`src/rtl/serial_subtractor.sv`:
```
// rtl/serial_subtractor.sv - bit-serial a - b - bin subtractor, LSB first; optional ovf output under SERIAL_SUB_OVF_EN
module serial_subtractor #(
  parameter int WIDTH = 4
) (
  input  logic             clk,
  input  logic             rst_n,
  input  logic             start,
  input  logic [WIDTH-1:0] a,
  input  logic [WIDTH-1:0] b,
  input  logic             bin,
  output logic             busy,
  output logic             done,
  output logic [WIDTH-1:0] d,
`ifdef SERIAL_SUB_OVF_EN
  output logic             ovf,
`endif
  output logic             bout
);

  localparam int CW = (WIDTH > 1) ? $clog2(WIDTH) : 1;
  localparam logic [CW-1:0] LAST = CW'(WIDTH - 1);

  typedef enum logic [1:0] {
    IDLE = 2'd0,
    RUN  = 2'd1,
    DONE = 2'd2
  } state_t;

  state_t           state_q, state_d;
  logic [WIDTH-1:0] a_q, a_d;
  logic [WIDTH-1:0] b_q, b_d;
  logic [WIDTH-1:0] d_q, d_d;
  logic [CW-1:0]    cnt_q, cnt_d;
  logic             brw_q, brw_d;
  logic             bout_q, bout_d;
  logic             busy_q, busy_d;
  logic             done_q, done_d;
`ifdef SERIAL_SUB_OVF_EN
  logic             ovf_q, ovf_d;
`endif

  logic a_bit, b_bit, d_bit, brw_next;

  // Single-bit borrow cell for the bit currently selected by the counter
  always_comb begin
    a_bit    = a_q[cnt_q];
    b_bit    = b_q[cnt_q];
    d_bit    = a_bit ^ b_bit ^ brw_q;
    brw_next = (~a_bit & b_bit) | (~(a_bit ^ b_bit) & brw_q);
  end

  // Next-state logic: accept start only outside RUN, resolve one bit per cycle in RUN
  always_comb begin
    state_d = state_q;
    a_d     = a_q;
    b_d     = b_q;
    d_d     = d_q;
    cnt_d   = cnt_q;
    brw_d   = brw_q;
    bout_d  = bout_q;
    busy_d  = 1'b0;
    done_d  = 1'b0;
`ifdef SERIAL_SUB_OVF_EN
    ovf_d   = ovf_q;
`endif
    case (state_q)
      IDLE, DONE: begin
        if (start) begin
          state_d = RUN;
          a_d     = a;
          b_d     = b;
          brw_d   = bin;
          cnt_d   = '0;
          d_d     = '0;
          busy_d  = 1'b1;
        end else begin
          state_d = IDLE;
        end
      end
      RUN: begin
        d_d[cnt_q] = d_bit;
        brw_d      = brw_next;
        if (cnt_q == LAST) begin
          state_d = DONE;
          bout_d  = brw_next;
          done_d  = 1'b1;
`ifdef SERIAL_SUB_OVF_EN
          ovf_d   = (a_q[WIDTH-1] ^ b_q[WIDTH-1]) & (a_q[WIDTH-1] ^ d_bit);
`endif
        end else begin
          cnt_d  = cnt_q + 1'b1;
          busy_d = 1'b1;
        end
      end
      default: begin
        state_d = IDLE;
      end
    endcase
  end

  // State and registered outputs; synchronous active-low reset clears everything
  always_ff @(posedge clk) begin
    if (!rst_n) begin
      state_q <= IDLE;
      a_q     <= '0;
      b_q     <= '0;
      d_q     <= '0;
      cnt_q   <= '0;
      brw_q   <= 1'b0;
      bout_q  <= 1'b0;
      busy_q  <= 1'b0;
      done_q  <= 1'b0;
`ifdef SERIAL_SUB_OVF_EN
      ovf_q   <= 1'b0;
`endif
    end else begin
      state_q <= state_d;
      a_q     <= a_d;
      b_q     <= b_d;
      d_q     <= d_d;
      cnt_q   <= cnt_d;
      brw_q   <= brw_d;
      bout_q  <= bout_d;
      busy_q  <= busy_d;
      done_q  <= done_d;
`ifdef SERIAL_SUB_OVF_EN
      ovf_q   <= ovf_d;
`endif
    end
  end

  assign busy = busy_q;
  assign done = done_q;
  assign d    = d_q;
  assign bout = bout_q;
`ifdef SERIAL_SUB_OVF_EN
  assign ovf  = ovf_q;
`endif

endmodule

```
`config.mk`:
```
export PLATFORM = sky130hd
export DESIGN_NAME = serial_subtractor
export DESIGN_NICKNAME = d
export VERILOG_FILES = /design/src/rtl/serial_subtractor.sv
export SDC_FILE = /design/constraint.sdc
export NUM_CORES = 1
export LEC_CHECK = 0
export CORE_MARGIN = 10
export CORE_UTILIZATION = 43
export DETAILED_ROUTE_END_ITERATION = 10
export PLACE_DENSITY = 0.78
export SLEW_MARGIN = 30
export SYNTH_ARGS = -nofsm -noshare
export SYNTH_HDL_FRONTEND = slang
export SYNTH_SLANG_ARGS = --single-unit
```
`constraint.sdc`:
```
create_clock -name clk -period 3.8 [get_ports clk]
set_input_delay 0.76 -clock clk [delete_from_list [all_inputs] [get_ports clk]]
set_output_delay 0.76 -clock clk [all_outputs]
set_load 0.005 [all_outputs]
```
# Word-level counts from Yosys, hierarchy flattened

Index checks and enable logic that the tools add are counted.

Flip-flop bits (word level): 20
Input port bits: 12
Logic and storage cells: 55

Order comparisons: 2
Reductions and logical operators: 9
Add/subtract/negate cells: 1
Multiplexer cells: 21
Equal/unequal tests: 6
Bitwise operators: 7

Operators by type and width:

| kind                  | number |
|---|---|
| $mux W1               | 8 |
| $pmux W2 S2           | 2 |
| $pmux W4 S2           | 1 |
| $reduce_and A2 Y1     | 4 |
| $mux W2               | 3 |
| $ne A2 B2 Y1 const B  | 3 |
| $bmux W1 S2           | 2 |
| $bwmux W4             | 1 |
| $eq A2 B2 Y1 const B  | 2 |
| $mux W4               | 1 |
| $pmux W1 S2           | 2 |
| $lt A2 B3 Y1 const B  | 1 |
| $reduce_and A3 Y1     | 1 |
| $add A2 B1 Y2 const B | 1 |
| $and A1 B1 Y1         | 2 |
| $demux W1 S2          | 1 |
| $eq A2 B1 Y1 const B  | 1 |
| $ge A2 B1 Y1 const B  | 1 |
| $logic_not A2 Y1      | 1 |
| $not A1 Y1            | 2 |
| $reduce_bool A2 Y1    | 1 |
| $reduce_or A2 Y1      | 1 |
| $xor A1 B1 Y1         | 2 |
| $logic_and A1 B1 Y1   | 1 |
| $or A1 B1 Y1          | 1 |

# Longest topological paths before layout

Gate-level depths: netlist (run 1).

Word-level depth: 7
Depth in mapped cells: 6
Gate-level depth less buffers: 6

# Worst setup path after synthesis (run 1)

No wires, ideal clock.

Path kind: register to register
Start point: register cnt_q[0]
End point: register d_q[0] (netlist: d[0])
Library setup time: 0.072 ns
Arrival time: 1.694 ns
Stages on the path, launching flop included: 5
Path buffers: 0
Clock period less this slack: 1.766 ns
Setup slack: 2.034 ns
Cells stage by stage: dfxtp_1 mux4_1 fa_1 nand2_1 mux2i_1

Longest elaborated chain between the ends: 6

Ends and longest elaborated chain:

| item                                                                    | RTL line | text |
|---|---|---|
| start: declaration                                                      | 33       | `logic [CW-1:0] cnt_q, cnt_d;` |
| start signal: assignment                                                | 121      | `cnt_q <= cnt_d;` |
| $lt A2 B3 Y1 (implied by the code), or another cell as far along        | 81       | `d_d[cnt_q] = d_bit;` |
| $logic_and A1 B1 Y1 (implied by the code), or another cell as far along | 81       |  |
| $mux W1 (implied by the code) / $xor A1 B1 Y1 (equally long branches)   | 81, 48   |  |
| $demux W1 S2 / $xor A1 B1 Y1 (equally long branches)                    | 81, 48   |  |
| $bwmux W4 *                                                             | 81       |  |
| $pmux W4 S2 *                                                           | 66       | `case (state_q)` |
| end signal: assignment                                                  | 107      | `d_q <= '0;` |
| end signal: assignment                                                  | 120      | `d_q <= d_d;` |
| end: declaration                                                        | 32       | `logic [WIDTH-1:0] d_q, d_d;` |

Mark *: on every way between the ends. The rest lies on a longest branch, timed or not. The select of a mux whose other input is x is not followed.
A chain may end at the register's enable or synchronous reset.

# Worst setup path in the final report (run 1)

Start point: register cnt_q[0]
End point: register d_q[3] (netlist: d[3])

Same word-level chain as after synthesis.

==> results of run 1 <==
-- stage by stage --
step	hold slack, ns	instances
after floorplan	0.432	93
after global placement	0.439	133
after detailed placement	0.446	133
after CTS	0.467	137
after global routing	0.503	137
final	0.466	137
-- state kept, by name (all words and copies together) (netlist names) --
signal / cells
cnt_q: 2
busy: 1
state_q: 2
a_q: 4
d: 4
brw_q: 1
bout: 1
b_q: 4
done: 1
-- critical path: cells and delay by family, from the launching register on --
| kind | cells | cell delay [ns] |
|---|---|---|
| fa+ha+maj | 1 | 0.51 |
| simple gates | 1 | 0.09 |
| flops | 1 | 0.49 |
| mux | 2 | 0.77 |
-- logic make-up (layout without fill, tap and decap cells) --
| group | after synthesis | in the layout |
|---|---|---|
| buffers and inverters | 10 | 27 |
| flip-flops | 20 | 20 |
| adder cells (fa/ha/maj) | 5 | 5 |
| AND/OR/NAND/NOR | 38 | 38 |
| AO/OA/AOI/OAI | 14 | 14 |
| multiplexers | 6 | 6 |
-- layout make-up --
type                    count  area, um^2  area share
repair buffers             18         180       0.161
clock buffers               3        22.5      0.0201
well taps                  27        33.8      0.0302
inverters                   5        18.8      0.0168
flip-flops and latches     20         400       0.358
multi-input cells          63         434       0.388
clock inverters             1        30.0      0.0268
-- power breakdown --
group | switching [W] | leakage (nW) | internal [W] | total (W)
sequential | 0.00000618 | 0.163 | 0.000220 | 0.000226
combinational | 0.0000304 | 0.261 | 0.0000303 | 0.0000606
clock | 0.0000677 | 0.0279 | 0.000107 | 0.000174
-- worst min path at each step --
stage                                   start                   to  cells past startpoint
after floorplan           a_q[1]$_SDFFE_PN0P_  a_q[1]$_SDFFE_PN0P_                      2
after detailed placement  a_q[0]$_SDFFE_PN0P_  a_q[0]$_SDFFE_PN0P_                      2
final                     a_q[1]$_SDFFE_PN0P_  a_q[1]$_SDFFE_PN0P_                      2
after global placement    b_q[0]$_SDFFE_PN0P_  b_q[0]$_SDFFE_PN0P_                      2
after global routing      a_q[0]$_SDFFE_PN0P_  a_q[0]$_SDFFE_PN0P_                      2
after CTS                 a_q[1]$_SDFFE_PN0P_  a_q[1]$_SDFFE_PN0P_                      2
-- per-layer routing --
metal,vias to the layer above,part of all wire,GRT usage
li1,347,-,-
met1,315,0.44,0.102
met2,23,0.49,0.159
met3,0,0.072,0.0492
met4,0,0,0.00802
met5,-,0,0
-- cells in the final DEF (no fill, tap or decap) --
cell	n
nand2_1	21
dfxtp_1	20
clkdlybuf4s50_1	18
a21oi_1	9
nand3_1	7
inv_1	5
nor2_1	5
mux2i_1	4
ha_1	4
clkbuf_4	3
mux4_1	2
nand2b_1	1
nor2b_4	1
nor3b_2	1
o21ai_0	1
and2b_1	1
o41ai_1	1
nor2b_1	1
a32oi_1	1
o41ai_2	1
a311oi_1	1
fa_1	1
bufinv_16	1
==> metrics.csv, run 1 <==
metric;value;unit
Data arrival, critical path;2.17;ns
synth-to-layout area growth;26.2;%
CP Capture Point;d[3]$_SDFFE_PN0P_;
pre-CTS setup slack;1.57;ns
post-synthesis simple-gate area fraction;0.202;
Syn. warnings;0;
Leakage;0.453;nW
core area;1960;um^2
drt initial violations;24;
final WL;1.82;mm
# IOs;19;
Skew-Pair Late Insertion Delay;0.30;ns
Max Root-Sink Buffers;2;
#FFs+latches synth;20;
Hold Crit Class;reg -> reg;
power consumption;0.000461;W
RR Endpoint;d[3]$_SDFFE_PN0P_;
commonest cells in the netlist;21 x nand2_1, 20 x dfxtp_1, 9 x a21oi_1, 7 x nand3_1;
share of the synthesized area in the top cell type;0.451;
Post-CTS Setup Bufs;0;
clk_skew;0.000888;ns
worst rel slew slack;0.667;
post-synthesis cell area;887;um^2
post-synthesis async set-or-reset flop share;0;
final core occ;0.571;
Max Slew Vio Count;0;
post-synthesis mux area share;0.104;
Starting Density;0.452;
Synth area leader;dfxtp_1;
unique cell type count in the Yosys netlist;23;
grt ovf;0;
Mapped Cells;93;
Die Ht;65.4;um
syn_area_per_cell;9.54;um^2
R2R depth;4;
Top FF cell, synth;dfxtp_1;
final hold vios;0;
antenna cells;0;
FF-to-FF Start;cnt_q[0]$_SDFFE_PN0P_;
CTS tree;yes;
DP Area;1070;um^2
outcome;complete, no violations;
WL/cell;13.3;um
GR Util All Layers;0.0924;
vias in the first global route;717;
adder-cell area share of the yosys netlist;0.0790;
Final Cell Area;1120;um^2
Final Net Count;128;
post-synthesis sequential area ratio;0.451;
fill count;206;
Setup TNS;0;ns
HPWL after detailed placement;1.33;mm
largest family of logic cells by synthesized area;simple AND/OR/NAND/NOR gates;
Compound-Gate Fraction of Synth Area;0.104;
drt first pass iters;4;
EDFF count, synth;0;
DR vias/cell;5.00;
Max-Cap Viols;0;
CP startpoint;cnt_q[0]$_SDFFE_PN0P_;
share of layout cells above drive strength 1;0.0636;
die width;65.4;um
Synth area leaders;dfxtp_1 45%, nand2_1 8.9%, mux4_1 5.9%, ha_1 5.6%, a21oi_1 5.1%;
Synth Area in XOR/XNOR;0;
largest net degree at the start of global routing;16;
antenna violations before repair;0;
RSZ-0062 raised after global routing;no;
crit path cell chain;mux4_1, fa_1, nand2_1, mux2i_1;
VDD IR max;0.345;mV
crit path time final;1.93;ns
Fmax;519;MHz
Syn Nets;110;
TritonCTS Buffers;3;
die area;4280;um^2
antenna viol nets, final;0;
worst slew pin tran;0.500;ns
via count;685;
port bufs;18;
Setup crit start kind;register;
worst endpoint required time;4.04;ns
H-tree Lvls;1;
DRC viols;0;
maximum fanout along the worst path;6;
Worst Setup End Kind;register;
number of gates resized after CTS;0;
CP Class;reg -> reg;
fin crit share;0.507;
Final setup viols;0;
Rows;16;
CTS root buffer;clkbuf_4;
Final WS setup;1.87;ns
first-pass GRT wire length;3.17;mm
Clock Sinks;20;
Reg clk slew, reported paths;0.11;ns
R2R Setup Slk;1.87;ns
most common cell in the synthesized netlist;nand2_1;
highest-delay cell along the critical path;mux4_1;
number of hold buffers added after CTS;0;
slowest cell delay on critical path;0.62;ns
placer congestion estimate;0.769;
P per Cell Area;412;nW/um^2
Note: power is estimated with default switching activity, not from simulation.
==> inputs of run 2 (changes only) <==
Settings changed: PLACE_DENSITY 0.78 to 0.81.
Clock period 3.8 ns to 1.7 ns, I/O delays scaled along.
==> metrics.csv, run 2 (same netlist as run 1, synthesis figures left out) <==
metric;value;unit;change
final core occ;0.585;;+0.0147
outcome;complete, no violations;;
core area;1960;um^2;unchanged
antenna violations before repair;0;;unchanged
maximum fanout along the worst path;4;;-2
slowest cell delay on critical path;0.51;ns;-0.11 ns
worst slew pin tran;0.489;ns;-0.0111 ns
crit path cell chain;mux4_2, fa_1, nand2_2, mux2i_1;;
R2R Setup Slk;0.009;ns;-1.86 ns
CTS tree;yes;;
Final setup viols;0;;unchanged
number of hold buffers added after CTS;0;;unchanged
die width;65.4;um;unchanged
final hold vios;0;;unchanged
worst endpoint required time;1.95;ns;-2.09 ns
H-tree Lvls;1;;unchanged
synth-to-layout area growth;29.5;%;
Crit path max-delay family;multiplexers;;
via count;712;;+3.9%
CP Class;reg -> reg;;
DR vias/cell;5.05;;+0.99%
TritonCTS Buffers;3;;unchanged
DP Area;1090;um^2;+2.6%
Max Root-Sink Buffers;2;;unchanged
CTS root buffer;clkbuf_4;;
power consumption;0.00105;W;+130%
Data arrival, critical path;1.94;ns;-0.23 ns
Leakage;0.462;nW;+2.1%
Reg clk slew, reported paths;0.12;ns;about the same
Rows;16;;unchanged
GR Util All Layers;0.0942;;+0.00180
Die Ht;65.4;um;unchanged
CP bufs+invs;0;;unchanged
Max-Cap Viols;0;;unchanged
VDD IR max;0.421;mV;+22%
drt initial violations;29;;+21%
share of layout cells above drive strength 1;0.140;;+0.0767
vias in the first global route;690;;-3.8%
Skew-Pair Late Insertion Delay;0.31;ns;about the same
P per Cell Area;912;nW/um^2;+120%
die area;4280;um^2;unchanged
HPWL after detailed placement;1.52;mm;+14%
placer congestion estimate;0.805;;+4.6%
DRC viols;0;;unchanged
commonest non-fill, non-tap cell in the layout;nand2_1;;
worst rel slew slack;0.674;;+0.00739
first-pass GRT wire length;3.13;mm;-1.3%
most frequent cells in the layout;20 x nand2_1, 19 x dfxtp_1, 18 x clkdlybuf4s50_1;;
clk_skew;0.0103;ns;+0.00942 ns
antenna viol nets, final;0;;unchanged
Final Net Count;132;;+3.1%
Hold Crit Class;reg -> reg;;
Setup crit start kind;register;;
Starting Density;0.452;;unchanged
drt first pass iters;4;;unchanged
Worst Setup End Kind;register;;
# IOs;19;;unchanged
antenna cells;0;;unchanged
fin crit share;0.995;;+0.487
WL/cell;14.0;um;+5.4%
Final Cell Area;1150;um^2;+2.6%
crit path time final;1.69;ns;-0.237 ns
port bufs;18;;unchanged
Clock Sinks;20;;unchanged
final WL;1.98;mm;+8.5%
Hold WS;0.474;ns;+0.00820 ns
grt ovf;0;;unchanged
Setup TNS;0;ns;unchanged
Post-CTS Setup Bufs;0;;unchanged
Max Slew Vio Count;0;;unchanged
Fmax;591;MHz;+14%
largest net degree at the start of global routing;14;;-2
RSZ-0062 raised after global routing;yes;;
highest-delay cell along the critical path;mux4_2;;
==> run 2: path summary, 6_finish.rpt <==
check,from,end,cells past startpoint
hold / removal,b_q[1]$_SDFFE_PN0P_,b_q[1]$_SDFFE_PN0P_,2
setup / recovery,cnt_q[0]$_SDFFE_PN0P_,d[3]$_SDFFE_PN0P_,4
setup reg to reg,cnt_q[0]$_SDFFE_PN0P_,d[3]$_SDFFE_PN0P_,4
hold reg to reg,b_q[1]$_SDFFE_PN0P_,b_q[1]$_SDFFE_PN0P_,2
==> run 2: final cells by class <==
class                           count  area [um^2]
Multi-Input combinational cell     63          429
Sequential cell                    20          404
Timing Repair Buffer               22          210
Clock buffer                        3         22.5
Fill cell                         188          813
Inverter                            5         18.8
Tap cell                           27         33.8
Clock inverter                      1         30.0
==> run 2: through the flow <==
step,setup WS (ns),cells
after detailed placement,-0.0584,137
after CTS,0.00116,141
final,0.00859,141
after global routing,-0.0922,141
after floorplan,0.0351,93
after global placement,0.0238,137
==> run 2: report_power, final <==
| part | internal (W) | switching, W |
|---|---|---|
| combinational | 0.0000770 | 0.0000732 |
| sequential | 0.000492 | 0.0000148 |
| clock | 0.000239 | 0.000152 |
| total | 0.000807 | 0.000240 |
==> run 2: timing repair <==
action / in CTS / in global routing
setup endpoints to repair: 4 / 5
pin swaps: 2 / 0
gates resized for setup: 4 / 0
==> run 2: metal layers <==
| metal | global-route usage | wire length, um | vias to the layer above |
|---|---|---|---|
| li1 | - | - | 354 |
| met1 | 0.102 | 873 | 335 |
| met2 | 0.159 | 985 | 18 |
| met3 | 0.0237 | 66 | 5 |
| met4 | 0.0642 | 52 | 0 |
| met5 | 0 | 0 | - |
==> run 2: worst register-to-register path: cells and delay by family (launching register included) <==
| family | cells | cell delay, ns |
|---|---|---|
| mux | 2 | 0.65 |
| fa+ha+maj | 1 | 0.51 |
| flops | 1 | 0.39 |
| simple gates | 1 | 0.08 |
==> inputs of run 3 (changes only) <==
Settings changed: HOLD_SLACK_MARGIN from default to 0.12.
==> results of run 3 <==
Final layout, timing and power as in run 2 (identical DEF).
